$ cat src/rtl/chip8_kbd_pkg.sv
// Shared definitions for the Chip-8 PS/2 keypad front end.
// Contains frame FSM states, set-2 prefix bytes, and the scancode-to-hex-key map.
package chip8_kbd_pkg;

   localparam logic [1:0] ST_IDLE   = 2'd0;
   localparam logic [1:0] ST_DATA   = 2'd1;
   localparam logic [1:0] ST_PARITY = 2'd2;
   localparam logic [1:0] ST_STOP   = 2'd3;

   localparam logic [7:0] PS2_EXT = 8'hE0;
   localparam logic [7:0] PS2_BRK = 8'hF0;

   // Set-2 make codes laid out as the 4x4 block 1234/QWER/ASDF/ZXCV
   localparam logic [7:0] SC_K0 = 8'h22;
   localparam logic [7:0] SC_K1 = 8'h16;
   localparam logic [7:0] SC_K2 = 8'h1E;
   localparam logic [7:0] SC_K3 = 8'h26;
   localparam logic [7:0] SC_K4 = 8'h15;
   localparam logic [7:0] SC_K5 = 8'h1D;
   localparam logic [7:0] SC_K6 = 8'h24;
   localparam logic [7:0] SC_K7 = 8'h1C;
   localparam logic [7:0] SC_K8 = 8'h1B;
   localparam logic [7:0] SC_K9 = 8'h23;
   localparam logic [7:0] SC_KA = 8'h1A;
   localparam logic [7:0] SC_KB = 8'h21;
   localparam logic [7:0] SC_KC = 8'h25;
   localparam logic [7:0] SC_KD = 8'h2D;
   localparam logic [7:0] SC_KE = 8'h2B;
   localparam logic [7:0] SC_KF = 8'h2A;

   typedef struct packed {
      logic       hit;
      logic [3:0] idx;
   } kp_hit_t;

   function automatic kp_hit_t kp_map(input logic [7:0] sc);
      kp_hit_t r;
      r.hit = 1'b1;
      r.idx = 4'h0;
      case (sc)
         SC_K0:   r.idx = 4'h0;
         SC_K1:   r.idx = 4'h1;
         SC_K2:   r.idx = 4'h2;
         SC_K3:   r.idx = 4'h3;
         SC_K4:   r.idx = 4'h4;
         SC_K5:   r.idx = 4'h5;
         SC_K6:   r.idx = 4'h6;
         SC_K7:   r.idx = 4'h7;
         SC_K8:   r.idx = 4'h8;
         SC_K9:   r.idx = 4'h9;
         SC_KA:   r.idx = 4'hA;
         SC_KB:   r.idx = 4'hB;
         SC_KC:   r.idx = 4'hC;
         SC_KD:   r.idx = 4'hD;
         SC_KE:   r.idx = 4'hE;
         SC_KF:   r.idx = 4'hF;
         default: r.hit = 1'b0;
      endcase
      return r;
   endfunction

endpackage

$ cat src/rtl/ps2_frame_rx.sv
// PS/2 device-to-host frame receiver: pin synchronizers, clock glitch filter,
// 11-bit frame FSM and mid-frame timeout. Outputs are combinational one-cycle pulses.
module ps2_frame_rx
   import chip8_kbd_pkg::*;
#(
   parameter int FILTER  = 8,
   parameter int TIMEOUT = 25000
) (
   input  logic       clk,
   input  logic       rst_n,
   input  logic       ps2_clk_i,
   input  logic       ps2_data_i,
   output logic [7:0] byte_o,
   output logic       byte_valid_o,
   output logic       err_o
);

   localparam int FCW = $clog2(FILTER + 1);
   localparam int TW  = $clog2(TIMEOUT + 1);

   logic [1:0]     clk_sync_q, dat_sync_q;
   logic           filt_q, filt_d;
   logic [FCW-1:0] fcnt_q, fcnt_d;
   logic [1:0]     st_q, st_d;
   logic [7:0]     sh_q, sh_d;
   logic [2:0]     bc_q, bc_d;
   logic           perr_q, perr_d;
   logic [TW-1:0]  tmo_q, tmo_d;
   logic           fall, dat, byte_valid, err;

   assign dat = dat_sync_q[1];

   always_comb begin
      filt_d = filt_q;
      fcnt_d = fcnt_q;
      if (clk_sync_q[1] == filt_q) begin
         fcnt_d = '0;
      end else if (fcnt_q == FCW'(FILTER - 1)) begin
         filt_d = clk_sync_q[1];
         fcnt_d = '0;
      end else begin
         fcnt_d = fcnt_q + 1'b1;
      end
   end

   assign fall = filt_q & ~filt_d;

   always_comb begin
      st_d       = st_q;
      sh_d       = sh_q;
      bc_d       = bc_q;
      perr_d     = perr_q;
      tmo_d      = tmo_q;
      byte_valid = 1'b0;
      err        = 1'b0;
      if (st_q != ST_IDLE) tmo_d = fall ? '0 : tmo_q + 1'b1;
      case (st_q)
         ST_IDLE: if (fall) begin
            if (!dat) begin
               st_d   = ST_DATA;
               bc_d   = '0;
               perr_d = 1'b0;
               tmo_d  = '0;
            end else begin
               err = 1'b1;
            end
         end
         ST_DATA: if (fall) begin
            sh_d = {dat, sh_q[7:1]};
            bc_d = bc_q + 1'b1;
            if (bc_q == 3'd7) st_d = ST_PARITY;
         end
         ST_PARITY: if (fall) begin
            perr_d = ~(^{dat, sh_q});
            st_d   = ST_STOP;
         end
         default: if (fall) begin
            st_d = ST_IDLE;
            if (!dat || perr_q) err = 1'b1;
            else                byte_valid = 1'b1;
         end
      endcase
      // An edge in the same cycle restarts the count, so timeout cannot coincide with it
      if (st_q != ST_IDLE && !fall && tmo_q == TW'(TIMEOUT - 1)) begin
         err  = 1'b1;
         st_d = ST_IDLE;
      end
   end

   always_ff @(posedge clk or negedge rst_n) begin
      if (!rst_n) begin
         clk_sync_q <= 2'b11;
         dat_sync_q <= 2'b11;
         filt_q     <= 1'b1;
         fcnt_q     <= '0;
         st_q       <= ST_IDLE;
         sh_q       <= '0;
         bc_q       <= '0;
         perr_q     <= 1'b0;
         tmo_q      <= '0;
      end else begin
         clk_sync_q <= {clk_sync_q[0], ps2_clk_i};
         dat_sync_q <= {dat_sync_q[0], ps2_data_i};
         filt_q     <= filt_d;
         fcnt_q     <= fcnt_d;
         st_q       <= st_d;
         sh_q       <= sh_d;
         bc_q       <= bc_d;
         perr_q     <= perr_d;
         tmo_q      <= tmo_d;
      end
   end

   assign byte_o       = sh_q;
   assign byte_valid_o = byte_valid;
   assign err_o        = err;

endmodule

$ cat src/rtl/ps2_keypad.sv
// Chip-8 hex keypad from a PS/2 set-2 keyboard: prefix tracking, key map,
// held-key register and one-cycle change events for FX0A.
module ps2_keypad
   import chip8_kbd_pkg::*;
#(
   parameter int FILTER  = 8,
   parameter int TIMEOUT = 25000
) (
   input  logic        clk,
   input  logic        rst_n,
   input  logic        ps2_clk,
   input  logic        ps2_data,
   output logic [15:0] keys,
   output logic        evt_valid,
   output logic [3:0]  evt_key,
   output logic        evt_pressed,
   output logic        frame_err
);

   logic [1:0]  rst_sync_q;
   logic        rst_i_n;
   logic [7:0]  rx_byte;
   logic        rx_valid, rx_err;
   kp_hit_t     map;
   logic [15:0] keys_q, keys_d;
   logic        evt_valid_q, evt_valid_d;
   logic [3:0]  evt_key_q, evt_key_d;
   logic        evt_pressed_q, evt_pressed_d;
   logic        frame_err_q;
   logic        brk_q, brk_d, ext_q, ext_d;

   // Reset asserts immediately but releases on a clock edge
   always_ff @(posedge clk or negedge rst_n) begin
      if (!rst_n) rst_sync_q <= 2'b00;
      else        rst_sync_q <= {rst_sync_q[0], 1'b1};
   end
   assign rst_i_n = rst_sync_q[1];

   ps2_frame_rx #(.FILTER(FILTER), .TIMEOUT(TIMEOUT)) u_rx (
      .clk          (clk),
      .rst_n        (rst_i_n),
      .ps2_clk_i    (ps2_clk),
      .ps2_data_i   (ps2_data),
      .byte_o       (rx_byte),
      .byte_valid_o (rx_valid),
      .err_o        (rx_err)
   );

   assign map = kp_map(rx_byte);

   always_comb begin
      keys_d        = keys_q;
      evt_valid_d   = 1'b0;
      evt_key_d     = evt_key_q;
      evt_pressed_d = evt_pressed_q;
      brk_d         = brk_q;
      ext_d         = ext_q;
      if (rx_err) begin
         brk_d = 1'b0;
         ext_d = 1'b0;
      end else if (rx_valid) begin
         if (rx_byte == PS2_EXT) begin
            ext_d = 1'b1;
         end else if (rx_byte == PS2_BRK) begin
            brk_d = 1'b1;
         end else begin
            // Only a real state change emits an event; typematic repeats fall out here
            if (!ext_q && map.hit && keys_q[map.idx] != ~brk_q) begin
               keys_d[map.idx] = ~brk_q;
               evt_valid_d     = 1'b1;
               evt_key_d       = map.idx;
               evt_pressed_d   = ~brk_q;
            end
            brk_d = 1'b0;
            ext_d = 1'b0;
         end
      end
   end

   always_ff @(posedge clk or negedge rst_i_n) begin
      if (!rst_i_n) begin
         keys_q        <= '0;
         evt_valid_q   <= 1'b0;
         evt_key_q     <= '0;
         evt_pressed_q <= 1'b0;
         frame_err_q   <= 1'b0;
         brk_q         <= 1'b0;
         ext_q         <= 1'b0;
      end else begin
         keys_q        <= keys_d;
         evt_valid_q   <= evt_valid_d;
         evt_key_q     <= evt_key_d;
         evt_pressed_q <= evt_pressed_d;
         frame_err_q   <= rx_err;
         brk_q         <= brk_d;
         ext_q         <= ext_d;
      end
   end

   assign keys        = keys_q;
   assign evt_valid   = evt_valid_q;
   assign evt_key     = evt_key_q;
   assign evt_pressed = evt_pressed_q;
   assign frame_err   = frame_err_q;

endmodule
$ cat config.mk
export PLATFORM = sky130hd
export DESIGN_NAME = ps2_keypad
export DESIGN_NICKNAME = d
export VERILOG_FILES = /design/src/rtl/chip8_kbd_pkg.sv /design/src/rtl/ps2_frame_rx.sv /design/src/rtl/ps2_keypad.sv
export SDC_FILE = /design/constraint.sdc
export NUM_CORES = 1
export LEC_CHECK = 0
export ABC_AREA = 1
export CAP_MARGIN = 20
export CORE_UTILIZATION = 54
export CTS_CLUSTER_SIZE = 10
export DETAILED_ROUTE_END_ITERATION = 8
export GPL_TIMING_DRIVEN = 0
export HOLD_SLACK_MARGIN = 0.12
export PLACE_DENSITY_LB_ADDON = 0.12
export SLEW_MARGIN = 20
export SYNTH_ARGS = -nofsm -noshare
export SYNTH_HDL_FRONTEND = slang
export SYNTH_HIERARCHICAL = 1
export SYNTH_SLANG_ARGS = --single-unit
$ cat constraint.sdc
create_clock -name clk -period 1.75 [get_ports clk]
set_input_delay 0.35 -clock clk [delete_from_list [all_inputs] [get_ports clk]]
set_output_delay 0.35 -clock clk [all_outputs]
set_load 0.05 [all_outputs]
==> results of run 1 <==
-- flip-flops by register name, summed over array words and instances (netlist names) --
name and flops:
evt_key 4, u_rx/tmo_q 15, ext_q 1, u_rx/perr_q 1, u_rx/fcnt_q 4, evt_pressed 1
u_rx/filt_q 1, evt_valid 1, u_rx/st_q 2, u_rx/bc_q 3, u_rx/dat_sync_q 2, keys 16
u_rx/byte_o 8, rst_sync_q 2, brk_q 1, u_rx/clk_sync_q 2, frame_err 1
-- logic make-up after synthesis --
logic type | synth area share (%)
buffers and inverters | 9.102
DFF | 39.33
other | 0.09033
AOI/OAI and AO/OA | 6.088
adders and majority gates | 2.411
and+or+nand+nor | 42.56
xor gates and xnor gates | 0.4220
-- repair_timing --
action	4_1_cts	5_1_grt
cloned	3	2
buffers inserted	31	14
resized for setup	56	29
pin swaps	7	14
hold endpoints to repair	0	0
setup endpoints to repair	47	24
-- stage by stage --
step / total power, mW / hold slack, ns / cell area (sq um) / util, %
CTS: 3.252 / 0.1606 / 5147 / 70.22
detailed placement: 1.780 / 0.3465 / 4587 / 62.57
finish: 3.238 / 0.1589 / 5376 / 73.34
global route: 3.357 / 0.1657 / 5376 / 73.34
floorplan: 1.733 / 0.05441 / 4200 / -
global placement: 1.768 / 0.3367 / 4584 / 62.54
-- cell type report --
| class | instances | area (sq um) |
|---|---|---|
| clock buffers | 12 | 145.1 |
| clock inverters | 4 | 76.32 |
| fillers | 534 | 1954 |
| repair buffers | 74 | 630.6 |
| multi-input cells | 413 | 2349 |
| flip-flops and latches | 65 | 1647 |
| plain buffers | 10 | 97.59 |
| inverters | 79 | 307.8 |
| well taps | 99 | 123.9 |
-- layer usage --
metal,track usage (%),part of all wire (%)
met1,36.15,44
met2,43.53,48
met3,5.027,6.2
met4,10.82,2.3
met5,0,0
-- power groups by stage --
stage / combinational, mW / clock, mW / sequential (mW)
after floorplan: 0.0928 / 0 / 1.64
after global placement: 0.113 / 0 / 1.66
after detailed placement: 0.120 / 0 / 1.66
after CTS: 0.161 / 1.47 / 1.63
after global routing: 0.186 / 1.54 / 1.64
final: 0.165 / 1.45 / 1.62
-- how the worst min path moves through the flow --
stage / startpoint / end / slack (ns)
floorplan: rst_n / rst_sync_q[0]$_DFF_PN0_ / 0.05
global placement: rst_sync_q[0]$_DFF_PN0_ / rst_sync_q[1]$_DFF_PN0_ / 0.34
detailed placement: rst_sync_q[0]$_DFF_PN0_ / rst_sync_q[1]$_DFF_PN0_ / 0.35
CTS: rst_n / rst_sync_q[1]$_DFF_PN0_ / 0.16
global route: rst_n / rst_sync_q[1]$_DFF_PN0_ / 0.17
finish: rst_n / rst_sync_q[1]$_DFF_PN0_ / 0.16
-- worst max-delay path, delay by kind of cell, from the launching register on --
kind / cells / cell delay (ns)
flip-flops: 1 / 0.45
AND/OR/NAND/NOR: 17 / 1.57
buffers and inverters: 2 / 0.24
-- Yosys cell counts, drive strengths merged --
master / count
clkbuf: 3
nand3b: 8
nand4: 37
clkinv: 2
xor2: 1
nor2: 55
buf: 7
xnor2: 1
dfstp: 5
nor3: 9
a31oi: 1
o31ai: 1
conb: 1
nor3b: 1
dfrtp: 60
a22o: 1
ha: 8
o22ai: 3
a21oi: 6
nand3: 30
inv: 77
o211ai: 2
o21ai: 31
nor4: 6
nand2: 209
==> flow_summary.yaml, run 1 <==
run_status:
  status: "complete, but fails checks"
  failed_checks: "setup timing"
logic_synthesis:
  ys_seq_area_share_pct: 39.33
  yosysTopAreaCell: "dfrtp_1"
  synth_area_sq_um: 4151
  ys_top_cells_by_area: "dfrtp_1 (36%), nand2_1 (17%), inv_1 (5.6%)"
  synth_nets: 577
  synth-seq-cells: 65
  syn-mean-instance-area_sq_um: 7.348
  netlist-cell-type-count: 42
  syn_inst: 565
  ys_warn_count: 6
  synth_top_area_share_pct: 36.17
floorplanning:
  core_area_sq_um: 7331
  die_h_microns: 89.68
  start_util_pct: 56.63
  die_w_microns: 89.68
  rows: 31
  die_area_sq_um: 8043
  ios: 27
critical_path:
  cp_common_cell: "nand2_1"
  r2r_start: "u_rx/byte_o[3]$_DFFE_PN0P_"
  path_class: "reg -> reg"
  end_kind: "flop"
  crit_path_end: "keys[12]$_DFFE_PN0P_"
  slowest_stage: "dfrtp_2"
  r2r_cells: 19
  slowest_delay_ns: 0.45
  rr_endpoint: "keys[12]$_DFFE_PN0P_"
  crit_path_start_kind: "flop"
  worstPathArrival_ns: 2.60
  cp_data_required_time_ns: 1.99
  path_cells: "nand2_2 -> nor2_2 -> nand2_2 -> nand2_4 -> nor2_8 -> nand2_4 -> nand2_1 -> nand2_1 -> nand2_1 -> nand2_1 -> nand2_1 -> nand2_2 -> inv_2 -> nand2_8 -> nand2_8 -> clkbuf_16 -> nand4_1 -> nand2_1 -> nand2_1"
  crit_fanout: 6
  cp-startpoint: "u_rx/byte_o[3]$_DFFE_PN0P_"
  rrSetupSlack_ns: -0.60
power_and_ir_drop:
  intPower_mw: 2.486
  cellPowerDensity_nw_per_um2: 602.2
  power.leakage_nw: 2.664
  power_switching_mw: 0.7519
  seqPwrFrac_pct: 50.2
  irDropWorstVdd_mv: 0.5526
  combPwrFrac_pct: 5.1
  power_frac_clock_pct: 44.7
  p_sw_share_pct: 23.22
cts:
  worstSkewPairLatency_ns: 0.35
  cts_inserted_buffers: 9
  clock_path_buffers: 2
  clkTransAtPathRegs_ns: 0.07
  htree_num_levels: 3
  cts_tree: "yes"
  holdBufCountCts: 0
  cts_num_sinks: 65
  cts-root-buf: "clkbuf_8"
global_route:
  grt_max_degree: 64
  grt_pass1_wl_microns: 16810
  antenna_found_initial: 0
  grt_pass1_vias: 3709
  grt-ovfl-total: 0
  track_usage_pct: 27.08
layout:
  synthToLayoutAreaGrowth_pct: 29.51
  drive_above_1_share_pct: 28.01
  stdcell_count: 756
  mostFrequentLayoutCell: "nand2_1"
  antenna_cells: 0
  final_cell_mix: "nand2_1 (174), inv_1 (55), dfrtp_1 (51)"
  layout.nets: 664
timing:
  fin_crit_sh_pct: 134.5
  setup_viol: 22
  drv_slew: 0
  fin_crit_ns: 2.355
  fmax_mhz: 424.7
  layout_setup_ws_ns: -0.6046
  fin_skew_ns: 0.01024
  max_slew.worst_pin.slew_ns: 0.8184
  report.final.hold_viol_count: 0
  relSlewSlack_pct: 45.44
  finalSetupTns_ns: -12.47
  rsz0062_at_grt: "yes"
detailed_routing:
  wl_microns: 10820
  vias: 4176
  ant_nets: 0
  drc: 0
  routed_via_density: 5.524
  drt-initial-drc-count: 337
  dr.pass1.iters: 5
  drt-wirelength-per-cell_microns: 14.32
placed_design:
  hpwl_microns: 6757
  place_congestion: 0.9218
  io_buffers: 26
  dp.cells: 690
  post-place-ws_ns: -0.7175
min_path:
  hold_path.class: "in -> async"
run:
  maxCapViolCount: 0
Power figures use the tool's default switching activity.
==> inputs of run 2 (changes only) <==
--- a/config.mk
+++ b/config.mk
@@ -7,6 +7,7 @@
 export LEC_CHECK = 0
 export ABC_AREA = 1
 export CAP_MARGIN = 20
+export CORE_MARGIN = 2
 export CORE_UTILIZATION = 54
 export CTS_CLUSTER_SIZE = 10
 export DETAILED_ROUTE_END_ITERATION = 8
==> flow_summary.yaml, run 2 (synthesis results as in run 1) <==
timing:
  rsz0062_at_grt: "yes"
  fmax_mhz: 407.6
  fin_crit_sh_pct: 140.2
  relSlewSlack_pct: 45.77
  fin_crit_ns: 2.454
  hold_slack_ns: 0.1546
  setup_viol: 22
  report.final.hold_viol_count: 0
  drv_slew: 0
  layout_setup_ws_ns: -0.7035
  fin_skew_ns: 0.01647
  max_slew.worst_pin.slew_ns: 0.8134
  finalSetupTns_ns: -14.33
global_route:
  grt_pass1_wl_microns: 18480
  grt_pass1_vias: 3978
  grt_max_degree: 64
  track_usage_pct: 27.28
  grt-ovfl-total: 0
  antenna_found_initial: 0
power_and_ir_drop:
  cellPowerDensity_nw_per_um2: 579.5
  irDropWorstVdd_mv: 0.4266
  power.leakage_nw: 2.793
  p_total_mw: 3.210
layout:
  drive_above_1_share_pct: 30.84
  mostFrequentLayoutCell: "nand2_1"
  layout.nets: 675
  largest_reg_flops: 16
  final_cell_mix: "nand2_1 (165), inv_1 (55), dfrtp_1 (51)"
  finalInstanceArea_sq_um: 5539
  antenna_cells: 0
  synthToLayoutAreaGrowth_pct: 33.42
  final_util_pct: 75.56
  stdcell_count: 767
run_status:
  failed_checks: "setup timing"
  status: "complete, but fails checks"
detailed_routing:
  ant_nets: 0
  dr.pass1.iters: 5
  drt-initial-drc-count: 394
  vias: 4436
  routed_via_density: 5.784
  drt-wirelength-per-cell_microns: 16.31
  drc: 0
  wl_microns: 12510
floorplanning:
  rows: 31
  die_h_microns: 91.68
  die_area_sq_um: 8405
  ios: 27
  die_w_microns: 91.68
  start_util_pct: 56.63
  core_area_sq_um: 7331
critical_path:
  r2r_start: "u_rx/byte_o[0]$_DFFE_PN0P_"
  crit_path_end: "keys[13]$_DFFE_PN0P_"
  end_kind: "flop"
  r2r_cells: 18
  slowest_stage: "dfrtp_2"
  path_cells: "buf_6 -> nand2_2 -> inv_1 -> nand2_1 -> inv_2 -> nor2_4 -> buf_6 -> nand3b_1 -> nand2_1 -> nand2_1 -> nand2_1 -> nand2_2 -> nand2_4 -> inv_4 -> nand2_8 -> clkbuf_4 -> nand4_1 -> nand2_1"
  rrSetupSlack_ns: -0.70
  cp_data_required_time_ns: 2.04
  slowest_delay_ns: 0.45
  rr_endpoint: "keys[13]$_DFFE_PN0P_"
  worstPathArrival_ns: 2.74
  crit_path_start_kind: "flop"
  cp_common_cell: "nand2_1"
  cp-startpoint: "u_rx/byte_o[0]$_DFFE_PN0P_"
  path_class: "reg -> reg"
  crit_fanout: 10
placed_design:
  place_area_sq_um: 4587
  hpwl_microns: 6867
  dp.cells: 690
  post-place-ws_ns: -0.7653
  place_congestion: 0.8972
  io_buffers: 26
cts:
  holdBufCountCts: 0
  cts-root-buf: "clkbuf_8"
  cts_tree: "yes"
  cts_num_sinks: 65
  clock_path_buffers: 2
  worstSkewPairLatency_ns: 0.36
  cts_inserted_buffers: 9
  clkTransAtPathRegs_ns: 0.07
  htree_num_levels: 3
run:
  maxCapViolCount: 0
min_path:
  hold_path.class: "in -> async"
[run 2: changes by cell type in the layout (fill, tap and decap cells not counted), moves of 3 or more]
cell | before | now
nand2_2 | 27 | 30
buf_6 | 7 | 11
nand2_4 | 7 | 13
nand2_1 | 174 | 165
buf_4 | 43 | 48
[run 2: per-layer routing]
layer	global-route usage, %	vias up	share of wire [%]	routed length (microns)
li1	-	2021	-	-
met1	36.47	2115	40	4979
met2	43.08	234	48	6006
met3	6.491	66	7.6	945
met4	10.35	0	4.6	581
met5	0	-	0	0
[run 2: where the power goes]
group          total, mW  switching (mW)  internal [mW]
registers           1.63          0.0672           1.56
logic              0.168          0.0847         0.0834
clock network       1.41           0.611          0.803
[run 2: worst max-delay path: cells and delay by family (launching register included)]
| family | cells | cell delay (ns) |
|---|---|---|
| and+or+nand+nor | 12 | 1.29 |
| buffers and inverters | 6 | 0.66 |
| DFF | 1 | 0.45 |
[run 2: final cells by class]
class	instances	area, sq um
clock buffers	11	131.4
multi-input cells	413	2385
plain buffers	10	110.1
clock inverters	5	81.33
flip-flops and latches	65	1647
well taps	99	123.9
fillers	513	1792
repair buffers	85	752.0
inverters	79	309.0
[run 2: worst min-delay path by stage]
| stage | cells past startpoint | to | slack, ns |
|---|---|---|---|
| final | 1 | rst_sync_q[1]$_DFF_PN0_ | 0.15 |
| after global routing | 1 | rst_sync_q[1]$_DFF_PN0_ | 0.15 |
| after CTS | 1 | rst_sync_q[1]$_DFF_PN0_ | 0.15 |
| after detailed placement | 0 | rst_sync_q[1]$_DFF_PN0_ | 0.34 |
| after global placement | 0 | rst_sync_q[1]$_DFF_PN0_ | 0.34 |
| after floorplan | 0 | rst_sync_q[0]$_DFF_PN0_ | 0.05 |
[run 2: timing repair]
action                     CTS  global route
pin swaps                   24            40
cloned                       4             3
buffers inserted            37            18
gates resized for setup     70            40
setup endpoints to repair   47            30
==> inputs of run 3 (changes only) <==
--- a/config.mk
+++ b/config.mk
@@ -9,6 +9,7 @@
 export CAP_MARGIN = 20
 export CORE_MARGIN = 2
 export CORE_UTILIZATION = 54
+export CTS_BUF_LIST = sky130_fd_sc_hd__clkbuf_16
 export CTS_CLUSTER_SIZE = 10
 export DETAILED_ROUTE_END_ITERATION = 8
 export GPL_TIMING_DRIVEN = 0
==> flow_summary.yaml, run 3 (synthesis results as in run 1) <==
timing:
  fmax_mhz: 391.1
  hold_slack_ns: 0.1850
  setup_viol: 23
  relSlewSlack_pct: 45.99
  drv_slew: 0
  max_slew.worst_pin.slew_ns: 0.8101
  rsz0062_at_grt: "yes"
  fin_crit_sh_pct: 146.1
  report.final.hold_viol_count: 0
  fin_crit_ns: 2.557
  finalSetupTns_ns: -15.89
  layout_setup_ws_ns: -0.8068
  fin_skew_ns: 0.009636
floorplanning:
  die_h_microns: 91.68
  rows: 31
  core_area_sq_um: 7331
  die_w_microns: 91.68
  ios: 27
  die_area_sq_um: 8405
  start_util_pct: 56.63
critical_path:
  r2r_cells: 18
  r2r_start: "u_rx/byte_o[1]$_DFFE_PN0P_"
  rrSetupSlack_ns: -0.81
  end_kind: "flop"
  cp-startpoint: "u_rx/byte_o[1]$_DFFE_PN0P_"
  worstPathArrival_ns: 2.76
  rr_endpoint: "keys[13]$_DFFE_PN0P_"
  crit_fanout: 6
  path_class: "reg -> reg"
  cp_common_cell: "nand2_1"
  path_cells: "buf_4 -> nand2_4 -> nor2_1 -> nand2_1 -> nand2_2 -> nor2_2 -> nand3b_1 -> nand2_1 -> nand2_1 -> nand2_1 -> nand2_2 -> inv_4 -> nand2_8 -> nand2_8 -> buf_16 -> nand4_1 -> nand2_1 -> nand2_1"
  crit_path_start_kind: "flop"
  slowest_delay_ns: 0.43
  slowest_stage: "dfrtp_2"
  cp_data_required_time_ns: 1.95
layout:
  final_cell_mix: "nand2_1 (173), inv_1 (53), dfrtp_1 (50)"
  antenna_cells: 0
  synthToLayoutAreaGrowth_pct: 37.58
  layout.nets: 683
  mostFrequentLayoutCell: "nand2_1"
  drive_above_1_share_pct: 31.36
  largest_reg_flops: 16
  final_util_pct: 77.91
power_and_ir_drop:
  seqPwrFrac_pct: 43.8
  power_frac_clock_pct: 51.4
  power.leakage_nw: 2.865
  power_switching_mw: 0.8331
  p_total_mw: 3.724
  combPwrFrac_pct: 4.8
  p_sw_share_pct: 22.37
  intPower_mw: 2.891
  irDropWorstVdd_mv: 0.5535
  cellPowerDensity_nw_per_um2: 652.0
cts:
  htree_num_levels: 3
  cts-root-buf: "clkbuf_16"
  cts_tree: "yes"
  holdBufCountCts: 0
  worstSkewPairLatency_ns: 0.33
  cts_num_sinks: 65
  clkTransAtPathRegs_ns: 0.06
  clock_path_buffers: 2
  cts_inserted_buffers: 9
detailed_routing:
  drc: 0
  drt-initial-drc-count: 484
  vias: 4516
  wl_microns: 12910
  dr.pass1.iters: 7
  routed_via_density: 5.827
  drt-wirelength-per-cell_microns: 16.65
  ant_nets: 0
placed_design:
  io_buffers: 26
  post-place-ws_ns: -0.7653
  hpwl_microns: 6867
  place_congestion: 0.8972
global_route:
  grt_pass1_vias: 4318
  grt-ovfl-total: 0
  grt_pass1_wl_microns: 20490
  antenna_found_initial: 0
  track_usage_pct: 30.32
  grt_max_degree: 64
min_path:
  hold_path.class: "in -> async"
run:
  maxCapViolCount: 0
run_status:
  failed_checks: "setup timing"
  status: "complete, but fails checks"
run 3: routing by layer:
layer  up-vias  track usage (%)  wire [microns]
met2       261            49.51            6217
met5         -                0               0
met3        61            6.574            1048
met1      2148            38.66            5059
met4         0            13.51             580
li1       2046                -               -
run 3: metrics by stage:
step | instance area, sq um | cells
floorplan | 4200 | 565
global placement | 4584 | 690
detailed placement | 4587 | 690
CTS | 5552 | 764
global route | 5712 | 775
finish | 5712 | 775
run 3: power by group through the flow:
| stage | clock network, mW | logic, mW | registers (mW) |
|---|---|---|---|
| 6_report | 1.91 | 0.180 | 1.63 |
| 5_1_grt | 2.01 | 0.201 | 1.64 |
| 4_1_cts | 1.92 | 0.155 | 1.63 |
| 3_5_place_dp | 0 | 0.122 | 1.66 |
| 3_3_place_gp | 0 | 0.112 | 1.66 |
| 2_1_floorplan | 0 | 0.0928 | 1.64 |
run 3: worst max-delay path by stage:
stage                                 to  slack [ns]  cells after the start
floorplan            keys[9]$_DFFE_PN0P_       -0.33                     15
global placement     keys[9]$_DFFE_PN0P_       -0.67                     13
detailed placement   keys[0]$_DFFE_PN0P_       -0.77                     13
CTS                  keys[0]$_DFFE_PN0P_       -0.46                     20
global route        keys[13]$_DFFE_PN0P_       -0.89                     18
finish              keys[13]$_DFFE_PN0P_       -0.81                     18
run 3: what timing repair did:
item	in CTS	in global routing
cloned	7	1
setup endpoints to repair	47	38
resized for setup	97	27
buffers inserted	52	10
pin swaps	43	25
run 3: worst max-delay path, delay by kind of cell (launching register included):
kind	cells	cell delay (ns)
and+or+nand+nor	15	1.63
buffers and inverters	3	0.37
DFF	1	0.43
run 3: cell type report:
type                            instances  area (sq um)
Multi-Input combinational cell        413          2389
Sequential cell                        65          1648
Fill cell                             455          1619
Timing Repair Buffer                   93         812.0
Inverter                               79         311.5
Clock buffer                            9         225.2
Tap cell                               99         123.9
Buffer                                 10         113.9
Clock inverter                          7         88.84
